File: config.mk
export PLATFORM = sky130hd
export DESIGN_NAME = vcxo_lock_sequencer
export DESIGN_NICKNAME = d
export VERILOG_FILES = /design/src/rtl/vcxo_lock_sequencer.sv
export SDC_FILE = /design/constraint.sdc
export NUM_CORES = 1
export LEC_CHECK = 0
export ABC_AREA = 1
export BUFFER_PORTS_ARGS = -buffer_cell sky130_fd_sc_hd__buf_4
export CORE_MARGIN = 4
export CORE_UTILIZATION = 45
export CTS_BUF_LIST = sky130_fd_sc_hd__clkbuf_2 sky130_fd_sc_hd__clkbuf_4 sky130_fd_sc_hd__clkbuf_8
export DETAILED_ROUTE_END_ITERATION = 8
export GPL_ROUTABILITY_DRIVEN = 0
export GPL_TIMING_DRIVEN = 0
export PLACE_DENSITY = 0.65
export SETUP_SLACK_MARGIN = 0.2
export SYNTH_ARGS = -nofsm -noshare
export SYNTH_HDL_FRONTEND = slang
export SYNTH_SLANG_ARGS = --single-unit
File: constraint.sdc
create_clock -name clk_in -period 2.4 [get_ports clk_in]
set_input_delay 0.12 -clock clk_in [delete_from_list [all_inputs] [get_ports clk_in]]
set_output_delay 0.12 -clock clk_in [all_outputs]
set_load 0.005 [all_outputs]
File: src/rtl/vcxo_lock_sequencer.sv
// vcxo_lock_sequencer: VCXO disciplining loop sequencer.
// Requests gate windows, steers the PWM setpoint and tracks lock/holdover.
module vcxo_lock_sequencer #(
  parameter int unsigned PWM_INIT      = 30000,
  parameter int unsigned PWM_MAX       = 60000,
  parameter int unsigned COARSE_THRESH = 10,
  parameter int unsigned LOCK_COUNT    = 10,
  parameter int unsigned UNLOCK_THRESH = 4,
  parameter int unsigned TIMEOUT_CYC   = 2000000
) (
  input  logic        clk_in,
  input  logic        reset_n_in,
  input  logic        enable,
  input  logic [31:0] freq_error_in,
  input  logic        meas_valid,
  output logic        meas_start,
  output logic [15:0] pwm_out,
  output logic        pwm_valid,
  output logic [31:0] freq_error_out,
  output logic [1:0]  mode,
  output logic        locked,
  output logic        holdover
);

  localparam logic [2:0] S_IDLE  = 3'd0;
  localparam logic [2:0] S_REQ   = 3'd1;
  localparam logic [2:0] S_WAIT  = 3'd2;
  localparam logic [2:0] S_CALC  = 3'd3;
  localparam logic [2:0] S_APPLY = 3'd4;

  localparam logic [1:0] M_COARSE = 2'd0;
  localparam logic [1:0] M_FINE   = 2'd1;
  localparam logic [1:0] M_LOCKED = 2'd2;

  localparam int TW = (TIMEOUT_CYC > 2) ? $clog2(TIMEOUT_CYC) : 1;
  localparam int CW = $clog2(LOCK_COUNT + 1);

  localparam logic [TW-1:0] TMO_LAST  = TW'(TIMEOUT_CYC - 1);
  localparam logic [CW-1:0] LOCK_LAST = CW'(LOCK_COUNT - 1);
  localparam logic [32:0]   C_TH      = 33'(COARSE_THRESH);
  localparam logic [32:0]   U_TH      = 33'(UNLOCK_THRESH);

  localparam logic signed [33:0] PWM_LO = 34'sd1;
  localparam logic signed [33:0] PWM_HI = 34'(PWM_MAX - 1);

  logic [2:0]         state_q, state_d;
  logic [TW-1:0]      tmo_q, tmo_d;
  logic [31:0]        err_q, err_d;
  logic signed [33:0] pnew_q, pnew_d;
  logic [15:0]        pwm_q, pwm_d;
  logic               pvld_q, pvld_d;
  logic [31:0]        ferr_q, ferr_d;
  logic [1:0]         mode_q, mode_d;
  logic               lock_q, lock_d;
  logic               hold_q, hold_d;
  logic [CW-1:0]      zcnt_q, zcnt_d;

  logic signed [32:0] err_x;
  logic [32:0]        err_abs;
  logic signed [33:0] pwm_x;
  logic signed [33:0] err_w;
  logic signed [33:0] pwm_prop;
  logic signed [33:0] pwm_step;
  logic               err_zero;
  logic               err_neg;
  logic               unlock;
  logic [15:0]        pwm_c;

  assign err_x    = $signed({err_q[31], err_q});
  assign err_abs  = err_x[32] ? 33'(-err_x) : 33'(err_x);
  assign err_zero = (err_q == 32'd0);
  assign err_neg  = err_q[31];

  assign pwm_x    = $signed({18'd0, pwm_q});
  assign err_w    = $signed({{2{err_q[31]}}, err_q});
  assign pwm_prop = pwm_x - err_w;
  assign pwm_step = err_zero ? pwm_x :
                    err_neg  ? pwm_x + 34'sd1 :
                               pwm_x - 34'sd1;

  assign unlock = (mode_q != M_COARSE) && (err_abs > U_TH);

  assign pwm_c = (pnew_q < PWM_LO) ? 16'd1 :
                 (pnew_q > PWM_HI) ? PWM_HI[15:0] :
                                     pnew_q[15:0];

  always_comb begin
    state_d = state_q;
    tmo_d   = tmo_q;
    err_d   = err_q;
    pnew_d  = pnew_q;
    pwm_d   = pwm_q;
    pvld_d  = 1'b0;
    ferr_d  = ferr_q;
    mode_d  = mode_q;
    lock_d  = lock_q;
    hold_d  = hold_q;
    zcnt_d  = zcnt_q;
    if (!enable) begin
      state_d = S_IDLE;
      hold_d  = 1'b0;
    end else begin
      case (state_q)
        S_IDLE: state_d = S_REQ;
        S_REQ: begin
          tmo_d   = '0;
          state_d = S_WAIT;
        end
        S_WAIT: begin
          if (meas_valid) begin
            err_d   = freq_error_in;
            hold_d  = 1'b0;
            state_d = S_CALC;
          end else if (tmo_q == TMO_LAST) begin
            hold_d  = 1'b1;
            state_d = S_REQ;
          end else begin
            tmo_d = tmo_q + TW'(1);
          end
        end
        S_CALC: begin
          ferr_d  = err_q;
          state_d = S_APPLY;
          // losing lock re-acquires with a full proportional step
          unique case (1'b1)
            unlock: begin
              mode_d = M_COARSE;
              zcnt_d = '0;
              pnew_d = pwm_prop;
            end
            (mode_q == M_COARSE): begin
              pnew_d = (err_abs > C_TH) ? pwm_prop : pwm_step;
              if (!err_zero) begin
                zcnt_d = '0;
              end else if (zcnt_q == LOCK_LAST) begin
                mode_d = M_FINE;
                zcnt_d = '0;
              end else begin
                zcnt_d = zcnt_q + CW'(1);
              end
            end
            (!unlock && mode_q == M_FINE): begin
              pnew_d = pwm_step;
              if (err_abs > 33'd1) begin
                zcnt_d = '0;
              end else if (zcnt_q == LOCK_LAST) begin
                mode_d = M_LOCKED;
                zcnt_d = '0;
              end else begin
                zcnt_d = zcnt_q + CW'(1);
              end
            end
            default: pnew_d = pwm_step;
          endcase
          lock_d = (mode_d == M_LOCKED);
        end
        S_APPLY: begin
          if (pwm_c != pwm_q) begin
            pwm_d  = pwm_c;
            pvld_d = 1'b1;
          end
          state_d = S_REQ;
        end
        default: state_d = S_IDLE;
      endcase
    end
  end

  always_ff @(posedge clk_in or negedge reset_n_in) begin
    if (!reset_n_in) begin
      state_q <= S_IDLE;
      tmo_q   <= '0;
      err_q   <= '0;
      pnew_q  <= '0;
      pwm_q   <= 16'(PWM_INIT);
      pvld_q  <= 1'b0;
      ferr_q  <= '0;
      mode_q  <= M_COARSE;
      lock_q  <= 1'b0;
      hold_q  <= 1'b0;
      zcnt_q  <= '0;
    end else begin
      state_q <= state_d;
      tmo_q   <= tmo_d;
      err_q   <= err_d;
      pnew_q  <= pnew_d;
      pwm_q   <= pwm_d;
      pvld_q  <= pvld_d;
      ferr_q  <= ferr_d;
      mode_q  <= mode_d;
      lock_q  <= lock_d;
      hold_q  <= hold_d;
      zcnt_q  <= zcnt_d;
    end
  end

  assign meas_start     = (state_q == S_REQ);
  assign pwm_out        = pwm_q;
  assign pwm_valid      = pvld_q;
  assign freq_error_out = ferr_q;
  assign mode           = mode_q;
  assign locked         = lock_q;
  assign holdover       = hold_q;

endmodule
==> summary.md, run 1 <==
| Metric | Value |
|---|---|
| Outcome | finished, violations left |
| Failing checks | setup timing |
| Drt first pass iters | 5 |
| Clock Path Buffers | 2 |
| DP Worst Slack | -564 ps |
| Asr flop ratio synth | 100% |
| Clock sink count | ~150 |
| Pleak | around 6.7 nW |
| CTS Root Cell | clkbuf_8 |
| Sw frac | 47.5% |
| I/O pin cnt | 90 |
| Clock power share | ~14% |
| CTS tree | built |
| Area Growth Syn to Fin | 33.4% |
| Syn Area/Cell | 6.68 um2 |
| FF-to-FF Start | err_q[0] |
| CTS H-Tree Depth | 4 |
| RR Endpoint | pnew_q[14] |
| Pint | 6.99 mW |
| WP data arrival | roughly 3000 ps |
| Die area | roughly 26000 um2 |
| Req. time, crit path | between 2000 and 3000 ps |
| Tot Pwr | about 13 mW |
| Initial antenna violation count | 0 |
| All-Layer GR Usage | 26.5% |
| Post-Route Skew | roughly 16 ps |
| Post-synthesis register bit count | 146 |
| Main synth FF type | dfrtp_1 |
| Vias per cell | between 5 and 6 |
| Hold Path Sink | state_q[1] |
| Final cell utilization of the core | just over 60% |
| Yosys warns | 0 |
| Crit path top cell by count | nand3_2 |
| Die height | roughly 160 um |
| Seq/Total Area, Yosys | 34.8% |
| Vias in the first global route | around 11000 |
| Tcrit/Tclk final | 112% |
| Share of cells above drive strength 1 | between 20% and 30% |
| Largest net degree at the start of global routing | slightly above 80 |
| Diode count | 0 |
| Synth unique cells | a little over 50 |
| Max frequency | about 370 MHz |
| Via Count | between 10000 and 15000 |
| R2R cell count | 19 |
| Reg2reg setup slack | -280 ps |
| HP Class | input port to flop |
| Slew headroom | 23.6% |
| CP max FO | 10 |
| Net switching power figure | 6.32 mW |
| Critical path class | flop to flop |
| RSZ-0062 raised after global routing | yes |
| Number of max-cap violations | 0 |
| HP Start | meas_valid |
| FILL cells | roughly 2100 |
| Worst skew pair latency | about 480 ps |
| Syn Nets | 1635 |
| Post-Syn Instances | about 1600 |
| CP max-delay cell | dfrtp_2 |
| CP endpoint kind | flop |
| PwrDens | 947 nW/um2 |
| Setup TNS | -9790 ps |
| Cell Area, Placed | approximately 12000 um2 |
| Initial Util | about 46% |
| Nets | between 1500 and 2000 |
| # port buffers | 89 |
| HPWL after DPL | 25600 um |
| Cell Chain, Critical Path | inv_4 > ha_4 > nand2_4 > nor2_8 > buf_6 > nand3_2 > nand2_2 > nand2_1 > nand2_1 > nand3_2 > nor2_2 > nand2_2 > nor2_8 > nand2_4 > nand2_8 > buf_12 > nand3_1 > nand3_2 > o21ai_1 |
| Peak VDD IR | between 0.0004 and 0.0005 V |
| Final instance area | approximately 14000 um2 |
| Total CTS buffers | 17 |
| Clk slew on worst S/H paths | 80 ps |
| Flop pwr share | around 31% |
| 1st-iter DRT viols | around 960 |
| Slew Viols, Final | 0 |
| Final routed DRC violation total | 0 |
| Die width | 161 um |
| Final hold viol count | 0 |
| Final worst slack | -282 ps |
| Core area | 22800 um2 |
| Crit start category | flop |
| Tmin final | approximately 2700 ps |
| Post-synth EDFFs | 0 |
| ANT nets after route | 0 |
| First-pass GRT wire length | between 50000 and 60000 um |
| # rows | 55 |
| Measured slew at the worst slew-check pin | between 1000 and 1500 ps |
| Total congestion overflow | 0 |
| CP max stage delay | approximately 430 ps |
| Combinational share of power | a little under three fifths |
| WHS Path Cells | 5 |
| Post-Syn Area | 10500 um2 |
| WL per Instance | ~17 um |
| Final setup violation count | 54 |
| WL final | around 35000 um |
[worst max-delay path, delay by kind of cell (launching register included)]
| kind | cells | cell delay, ps |
|---|---|---|
| AOI/OAI and AO/OA | 1 | 70 |
| DFF | 1 | 430 |
| and+or+nand+nor | 14 | 1530 |
| buffers and inverters | 3 | 360 |
| adders and majority gates | 1 | 160 |
[cells in the mapped netlist, types with 2 or more instances]
cell type    n  share of area [%]
nand2_1    436                 16
nor2_1     186                6.6
nand3_1    185                8.8
inv_1      161                5.7
dfrtp_1    139                 33
o21ai_0     89                4.2
a21oi_1     73                3.5
xor2_1      39                3.2
nor3_1      31                1.5
nand4_1     28                1.7
clkbuf_1    27               0.96
ha_1        20                2.4
buf_2       14               0.67
inv_2       14               0.50
o21ai_1     14               0.67
nand2_2     11               0.65
nor2_2       9               0.53
xnor2_1      9               0.75
dfstp_2      7                1.7
a31oi_1      6               0.36
nor4_1       6               0.36
a21o_1       5               0.36
a21oi_2      5               0.42
buf_6        5               0.53
nor2_4       5               0.53
o211ai_1     5               0.36
buf_1        4               0.14
buf_4        4               0.29
nand2_4      4               0.43
nand3_2      4               0.38
nand3b_1     4               0.29
a211oi_1     3               0.21
a21boi_0     2               0.14
a2bb2oi_1    2               0.17
nand2_8      2               0.38
nor2_8       2               0.38
o21a_1       2               0.14
o41ai_1      2               0.17
or2_2        2               0.12
[cells in the final DEF (no fill, tap or decap), types with 26 or more instances in the layout]
cell type      Yosys  layout
nor2_1           186     151
dlygate4sd3_1      0      34
dfrtp_1          139     120
buf_4              4     127
a21oi_1           73      61
o21ai_1           14      28
inv_2             14      37
nor2_2             9      29
o21ai_0           89      70
xor2_1            39      38
buf_6              5      26
nand2_2           11      69
nand3_1          185     134
nand4_1           28      28
nand3_2            4      49
inv_1            161     134
nand2_1          436     370
[what timing repair did]
item,CTS,global route
hold buffers,34,0
cloned,5,1
pin swaps,53,94
endpoints found under the setup margin,90,97
setup buffers,30,19
endpoints found under the hold margin,95,0
resized for setup,156,183
[state kept, by name (all words and copies together), names as in the netlist]
name and count:
pwm_valid 1, holdover 1, state_q 3, freq_error_out 32
tmo_q 21, err_q 32, pwm_out 16, zcnt_q 4
locked 1, mode 2, pnew_q 33
[per-stage QoR]
stage / instances / hold slack, ps
2_1_floorplan: 1578 / -176
3_3_place_gp: 1980 / 367
3_5_place_dp: 1981 / 164
4_1_cts: 2082 / 21.7
5_1_grt: 2102 / 67.8
6_report: 2102 / 31.7
[metal layers]
metal | global-route usage [%] | part of all wire [%]
met1 | 35.2 | 44
met2 | 44.5 | 47
met3 | 2.96 | 5.7
met4 | 10.9 | 3.7
met5 | 0 | 0
[power groups by stage]
stage / registers (mW) / clock network (mW) / logic, mW
detailed placement: 3.98 / 0 / 5.83
finish: 4.09 / 1.87 / 7.35
global placement: 3.97 / 0 / 5.76
global route: 4.20 / 2.01 / 8.04
CTS: 4.00 / 1.89 / 6.58
floorplan: 3.83 / 0 / 4.01
[kinds of logic after synthesis]
kind of cell    Yosys count  share of synthesized area, %
mux                       1                        0.0950
compound gates          213                          11.1
xor+xnor                 49                          4.15
simple gates            919                          38.5
fa+ha+maj                21                          2.57
flops                   146                          34.8
buf+inv                 229                          8.83
[worst max path at each step]
stage	end	slack, ps	startpoint	cells after the start
final	pnew_q[14]	-280	err_q[0]	19
after global placement	pnew_q[12]	-560	err_q[0]	18
after CTS	pnew_q[19]	-260	err_q[0]	16
after detailed placement	pnew_q[12]	-560	err_q[0]	18
after floorplan	pnew_q[18]	30	pwm_out[0]	17
after global routing	locked	-420	err_q[0]	18
[cell type report]
type	count	area (um2)	share of cell area, %
Clock buffer	19	255	1.82
Inverter	175	671	4.77
Tap cell	313	392	2.79
Timing Repair Buffer	179	1540	11.0
Clock inverter	13	103	0.730
Buffer	54	360	2.56
Sequential cell	146	3690	26.2
Multi-Input combinational cell	1203	7040	50.1
No activity file was read; power rests on OpenSTA's default activity.
==> run 2: changes to the inputs <==
--- a/config.mk
+++ b/config.mk
@@ -8,12 +8,13 @@
 export ABC_AREA = 1
 export BUFFER_PORTS_ARGS = -buffer_cell sky130_fd_sc_hd__buf_4
 export CORE_MARGIN = 4
-export CORE_UTILIZATION = 45
+export CORE_UTILIZATION = 49
 export CTS_BUF_LIST = sky130_fd_sc_hd__clkbuf_2 sky130_fd_sc_hd__clkbuf_4 sky130_fd_sc_hd__clkbuf_8
+export CTS_CLUSTER_SIZE = 10
 export DETAILED_ROUTE_END_ITERATION = 8
 export GPL_ROUTABILITY_DRIVEN = 0
 export GPL_TIMING_DRIVEN = 0
-export PLACE_DENSITY = 0.65
+export PLACE_DENSITY = 0.7
 export SETUP_SLACK_MARGIN = 0.2
 export SYNTH_ARGS = -nofsm -noshare
 export SYNTH_HDL_FRONTEND = slang
==> run 2 against run 1 <==
  * The run still ends with setup timing left
  * Sequential share of layout area shrank 0.61 points
  * Sequential cell count is the same
  * Core utilization grew 6.6 points
  * Clock power grew 32%
  * Sequential power is essentially flat
  * Non-clock buffer count grew 20
  * Critical endpoint is now pnew_q[19]
  * Largest cell class unchanged
==> summary.md, run 2 (same netlist as run 1, synthesis figures left out) <==
| Metric | Value |
|---|---|
| Req. time, crit path | 2770 ps (+20 ps) |
| Die area | 23900 um2 (-7.8%) |
| FILL cells | 1734 (-18%) |
| Flop pwr share | 28.6% (-2.1 points) |
| Crit path top cell by count | nand2_2 |
| Total CTS buffers | 17 (unchanged) |
| Net switching power figure | 6.44 mW (+1.9%) |
| CTS Root Cell | clkbuf_8 |
| Slew headroom | 25.2% (+1.6 points) |
| Final hold viol count | 0 (unchanged) |
| Tcrit/Tclk final | 114% (+2.3 points) |
| FF-to-FF Start | err_q[4] |
| HPWL after DPL | 25000 um (-2.2%) |
| Clock power share | 17.4% (+3.3 points) |
| Cell Area, Placed | 11700 um2 (-0.41%) |
| # port buffers | 89 (unchanged) |
| Critical path depth | 18 (-1) |
| CP max stage delay | 450 ps (+20 ps) |
| Tmin final | 2740 ps (+54.1 ps) |
| Final cell utilization of the core | 68.1% (+6.6 points) |
| Slew Viols, Final | 0 (unchanged) |
| Die width | 155 um (-4.0%) |
| Total congestion overflow | 0 (unchanged) |
| WP buf/inv | 2 (-1) |
| CTS tree | built |
| Vias per cell | 5.63 (+3.9%) |
| Measured slew at the worst slew-check pin | 1110 ps (-24.0 ps) |
| Pleak | 7.00 nW (+3.7%) |
| R2R cell count | 18 (-1) |
| Max reg flops | 33 (unchanged) |
| WHS Path Cells | 5 (unchanged) |
| Final routed DRC violation total | 0 (unchanged) |
| Number of max-cap violations | 0 (unchanged) |
| Final instance area | 14400 um2 (+2.2%) |
| Die height | 155 um (-4.0%) |
| Area Growth Syn to Fin | 36.3% |
| Largest net degree at the start of global routing | 76 (-6.2%) |
| Clock Path Buffers | 2 (unchanged) |
| Combinational share of power | 53.9% (-1.3 points) |
| PwrDens | 986 nW/um2 (+4.1%) |
| Top delay family on crit path | simple AND/OR/NAND/NOR gates |
| Nets | 1853 (+1.1%) |
| Via Count | 11700 (+3.0%) |
| First-pass GRT wire length | 55800 um (-0.23%) |
| Outcome | finished, violations left |
| Diode count | 0 (unchanged) |
| Clock sink count | 146 (unchanged) |
| Critical path class | flop to flop |
| Failing checks | setup timing |
| Pint | 7.72 mW (+10%) |
| Core area | 21100 um2 (-7.7%) |
| Clk slew on worst S/H paths | 100 ps (+20 ps) |
| WL per Instance | 17.3 um (+3.8%) |
| # rows | 53 (-3.6%) |
| Most frequent cells in the layout | nand2_1, nor2_1, buf_4 |
| ANT nets after route | 0 (unchanged) |
| Drt first pass iters | 7 (+2) |
| Final worst slack | -336 ps (-54.1 ps) |
| HP Start | meas_valid |
| Max frequency | 365 MHz (-2.0%) |
| WP data arrival | 3100 ps (+70 ps) |
| Cell Chain, Critical Path | nor2_2 > nand2_2 > nor2_8 > nand4_1 > nand2_2 > nand2_2 > nand2_2 > nand2_2 > nor2_2 > nand2_2 > nor2_8 > buf_6 > nand3_4 > buf_6 > nand3_2 > nand3_2 > nand2_1 > nand2_1 |
| Setup TNS | -11720 ps (-1930 ps) |
| Vias in the first global route | 11100 (+2.8%) |
| WL final | 36000 um (+2.9%) |
| CP endpoint kind | flop |
| I/O pin cnt | 90 (unchanged) |
| Initial antenna violation count | 0 (unchanged) |
| RR Endpoint | pnew_q[19] |
| Post-Route Skew | 19.6 ps (+3.87 ps) |
| Commonest non-fill, non-tap cell in the layout | nand2_1 |
| CTS H-Tree Depth | 4 (unchanged) |
| Initial Util | 50.0% (+3.8 points) |
| Hold Path Sink | state_q[1] |
| CP max-delay cell | dfrtp_1 |
| RSZ-0062 raised after global routing | yes |
| Top register by number of flip-flops | pnew_q |
| Worst skew pair latency | 490 ps (about the same) |
| CP max FO | 8 (-2) |
| Reg2reg setup slack | -340 ps (-50 ps) |
| 1st-iter DRT viols | 994 (+4.1%) |
| Final setup violation count | 56 (+3.7%) |
| Share of cells above drive strength 1 | 30.0% (+0.84 points) |
| Sw frac | 45.5% (-2.0 points) |
| All-Layer GR Usage | 28.9% (+2.4 points) |
| Peak VDD IR | 0.000476 V (-1.7%) |
| Crit start category | flop |
| CP startpoint | err_q[4] |
| HP Class | input port to flop |
## run 2: changes by cell type in the layout (fill, tap and decap cells not counted), moves of 5 or more
cell        before  now
nand3_1        134  124
dfrtp_1        120  125
nor2_4          20   15
clkinvlp_4       7    2
dfrtp_2         19   14
buf_4          127  143
nand3_2         49   59
bufinv_16        0    6
nand2_2         69   60
nor2_2          29   36
nand2_4         11   22
## run 2: worst min-delay path, cell delays in order
cell and delay [ps]:
buf_4 90, nand2_1 40, inv_1 70, o21ai_0 70, nand2_1 60
## run 2: repair_timing
item,4_1_cts,5_1_grt
endpoints found under the setup margin,87,70
cloned,7,4
hold endpoints to repair,99,0
hold buffers,34,0
pin swaps,59,87
buffers inserted,40,24
resized for setup,174,166
## run 2: power by group through the flow
stage | registers, mW | clock network (mW) | logic, mW
2_1_floorplan | 3.83 | 0 | 4.01
3_3_place_gp | 3.96 | 0 | 5.72
4_1_cts | 3.98 | 2.48 | 6.71
5_1_grt | 4.15 | 2.60 | 8.33
6_report | 4.06 | 2.47 | 7.64
3_5_place_dp | 3.98 | 0 | 5.79
## run 2: worst max path at each step
stage               slack [ps]    endpoint
floorplan                   30  pnew_q[18]
global placement          -540  pnew_q[12]
detailed placement        -540  pnew_q[12]
CTS                       -260  pnew_q[31]
global route              -440  pnew_q[19]
finish                    -340  pnew_q[19]
## run 2: stage by stage
| stage | setup WS [ps] | std cells | hold WS (ps) | power, mW |
|---|---|---|---|---|
| after global placement | -541 | 1942 | 369 | 9.69 |
| final | -336 | 2084 | 14.2 | 14.2 |
| after global routing | -440 | 2084 | 66.6 | 15.1 |
| after CTS | -258 | 2056 | 9.71 | 13.2 |
| after detailed placement | -541 | 1943 | 175 | 9.77 |
| after floorplan | 31.2 | 1578 | -176 | 7.85 |
## run 2: routing by layer
metal / GRT usage, % / part of all wire [%] / vias to the layer above / wire length [um]
li1: - / - / 5579 / -
met1: 37.3 / 42 / 5487 / 15000
met2: 48.5 / 47 / 531 / 17000
met3: 3.86 / 6.4 / 132 / 2320
met4: 13.1 / 4.8 / 0 / 1730
met5: 0 / 0 / - / 0
## run 2: cell type report
cell class                 instances  area [um2]  area share [%]
buffer                            54         359            2.50
clock inverter                    13         234            1.63
timing repair buffer             199        1760            12.2
tap                              275         344            2.40
inverter                         175         674            4.70
clock buffer                      19         249            1.73
sequential                       146        3680            25.6
multi-input combinational       1203        7060            49.2
==> run 3: changes to the inputs <==
--- a/config.mk
+++ b/config.mk
@@ -6,15 +6,16 @@
 export NUM_CORES = 1
 export LEC_CHECK = 0
 export ABC_AREA = 1
-export BUFFER_PORTS_ARGS = -buffer_cell sky130_fd_sc_hd__buf_4
+export CORE_ASPECT_RATIO = 1.75
 export CORE_MARGIN = 4
 export CORE_UTILIZATION = 49
 export CTS_BUF_LIST = sky130_fd_sc_hd__clkbuf_2 sky130_fd_sc_hd__clkbuf_4 sky130_fd_sc_hd__clkbuf_8
 export CTS_CLUSTER_SIZE = 10
 export DETAILED_ROUTE_END_ITERATION = 8
+export DONT_BUFFER_PORTS = 1
 export GPL_ROUTABILITY_DRIVEN = 0
 export GPL_TIMING_DRIVEN = 0
-export PLACE_DENSITY = 0.7
+export PLACE_DENSITY = 0.66
 export SETUP_SLACK_MARGIN = 0.2
 export SYNTH_ARGS = -nofsm -noshare
 export SYNTH_HDL_FRONTEND = slang
==> run 3 against run 2 <==
  * The run ends with hold timing, setup timing left
  * Sequential share of layout area increased by 2.7 points
  * Final cell count fell by 6.4%
  * Die area grew 0.39%
  * Clock power fell by 23%
  * Combinational power shrank 16%
  * First-iteration DRC count shrank 18%
  * Critical path depth fell by 1
  * Clock-buffer cell count shrank 1
  * Global-route usage is 1.5 points higher
  * Fmax down 3.7%
  * Final area decreased by 9.6%
  * Clock skew up 3.3 ps
  * Largest cell class unchanged
==> summary.md, run 3 (same netlist as run 1, synthesis figures left out) <==
| Metric | Value |
|---|---|
| Worst skew pair latency | 500 ps (about the same) |
| CTS H-Tree Depth | 4 (unchanged) |
| Core area | 21000 um2 (-0.32%) |
| Measured slew at the worst slew-check pin | 717 ps (-395 ps) |
| Outcome | finished, violations left |
| Vias per cell | 5.73 (+1.8%) |
| Via Count | 11200 (-4.8%) |
| DP Worst Slack | -649 ps (-108 ps) |
| Initial Util | 50.1% (+0.16 points) |
| Tcrit/Tclk final | 118% (+4.4 points) |
| Number of max-cap violations | 0 (unchanged) |
| Post-Route Skew | 23.0 ps (+3.34 ps) |
| Cell count after placement | 1831 (-5.8%) |
| WL per Instance | 18.7 um (+8.3%) |
| FF-to-FF Start | err_q[0] |
| Final routed DRC violation total | 0 (unchanged) |
| RR Endpoint | pnew_q[6] |
| Top register by number of flip-flops | pnew_q |
| Commonest non-fill, non-tap cell in the layout | nand2_1 |
| # port buffers | 0 (-100%) |
| Final worst slack | -441 ps (-105 ps) |
| Most frequent cells in the layout | nand2_1, nor2_1, inv_1 |
| Slew headroom | 51.6% (+26 points) |
| Total congestion overflow | 0 (unchanged) |
| Pleak | 6.29 nW (-10%) |
| Final setup violation count | 56 (unchanged) |
| CP max-delay cell | dfrtp_2 |
| Final hold viol count | 146 (+146) |
| R2R cell count | 17 (-1) |
| I/O pin cnt | 90 (unchanged) |
| Cell Chain, Critical Path | clkinv_4 > ha_4 > nand2_4 > nor2_8 > nand4_1 > nand2_2 > buf_6 > nand2_2 > a21oi_2 > nand3_2 > nor2_8 > nand2_8 > nand2_8 > buf_8 > nand3_1 > nand3_2 > o21ai_1 |
| Reg2reg setup slack | -440 ps (-100 ps) |
| Die width | 119 um (-23%) |
| Nets | 1742 (-6.0%) |
| Drt first pass iters | 8 (+1) |
| PwrDens | 957 nW/um2 (-3.0%) |
| First-pass GRT wire length | 57600 um (+3.3%) |
| 1st-iter DRT viols | 816 (-18%) |
| Diode count | 0 (unchanged) |
| Clock sink count | 146 (unchanged) |
| Die area | 24000 um2 (+0.39%) |
| RSZ-0062 raised after global routing | yes |
| Crit start category | flop |
| CP max FO | 10 (+2) |
| Share of cells above drive strength 1 | 22.0% (-8.0 points) |
| Total CTS buffers | 17 (unchanged) |
| CTS hold repair buffers | 34 (unchanged) |
| Max frequency | 352 MHz (-3.7%) |
| Hold Slack | -686 ps (-700 ps) |
| Peak VDD IR | 0.000700 V (+47%) |
| Vias in the first global route | 11300 (+1.3%) |
| HP Class | input port to async pin |
| Die height | 202 um (+31%) |
| # rows | 70 (+32%) |
| CTS tree | built |
| FILL cells | 1959 (+13%) |
| Largest net degree at the start of global routing | 147 (+93%) |
| Slew Viols, Final | 0 (unchanged) |
| Critical path class | flop to flop |
| WP buf/inv | 3 (+1) |
| Top delay family on crit path | simple AND/OR/NAND/NOR gates |
| Tmin final | 2840 ps (+105 ps) |
| HPWL after DPL | 26900 um (+7.6%) |
| Req. time, crit path | 2760 ps (about the same) |
| Area Growth Syn to Fin | 23.3% |
| Post-route insts no fill | 1950 (-6.4%) |
| WL final | 36500 um (+1.3%) |
| Clk slew on worst S/H paths | 100 ps (about the same) |
| ANT nets after route | 0 (unchanged) |
| CP max stage delay | 440 ps (about the same) |
| CP endpoint kind | flop |
| CTS Root Cell | clkbuf_8 |
| Max reg flops | 33 (unchanged) |
| Area of the multi-input gates | 6800 um2 (-3.7%) |
| Failing checks | hold timing, setup timing |
| Initial antenna violation count | 0 (unchanged) |
| Sequential Area | 3670 um2 (-0.14%) |
| Clock Path Buffers | 2 (unchanged) |
| WP data arrival | 3200 ps (+100 ps) |
| All-Layer GR Usage | 30.4% (+1.5 points) |
[run 3: how the worst max path moves through the flow]
stage	depth (start not counted)	slack, ps	from	end
floorplan	17	30	pwm_out[0]	pnew_q[18]
finish	17	-440	err_q[0]	pnew_q[6]
global route	18	-570	err_q[0]	pnew_q[7]
detailed placement	18	-650	err_q[0]	pnew_q[5]
global placement	18	-630	err_q[0]	pnew_q[12]
CTS	19	-370	err_q[0]	pnew_q[6]
[run 3: repair_timing]
| item | in CTS | in global routing |
|---|---|---|
| resized for setup | 160 | 107 |
| hold endpoints to repair | 181 | 146 |
| endpoints found under the setup margin | 106 | 79 |
| cloned | 7 | 0 |
| buffers inserted | 30 | 16 |
| pin swaps | 58 | 60 |
[run 3: through the flow]
stage / total power [mW] / setup TNS [ps] / area (um2) / util [%]
after detailed placement: 9.36 / -26720 / 11000 / 52.2
final: 12.4 / -16760 / 13000 / 61.8
after CTS: 12.0 / -12450 / 12500 / 59.6
after floorplan: 7.85 / 0 / 10700 / -
after global placement: 9.27 / -26770 / 11000 / 52.2
after global routing: 13.3 / -23110 / 13000 / 61.8
[run 3: report_power, final]
group | switching (mW) | internal [mW]
Combinational | 4.06 | 2.33
Sequential | 0.872 | 3.25
Clock | 1.13 | 0.773
Total | 6.06 | 6.36
[run 3: layout make-up]
class	instances	area share (%)
buffer	54	2.73
multi-input combinational	1203	52.4
timing repair buffer	88	6.14
inverter	175	5.24
clock buffer	18	1.91
clock inverter	14	0.915
tap	252	2.43
sequential	146	28.3
[run 3: routing by layer]
metal	up-vias	track usage, %	wire length [um]
met5	-	0	0
met4	0	22.7	2970
met3	175	5.12	1610
met2	408	56.3	19400
met1	5242	29.7	12500
li1	5346	-	-
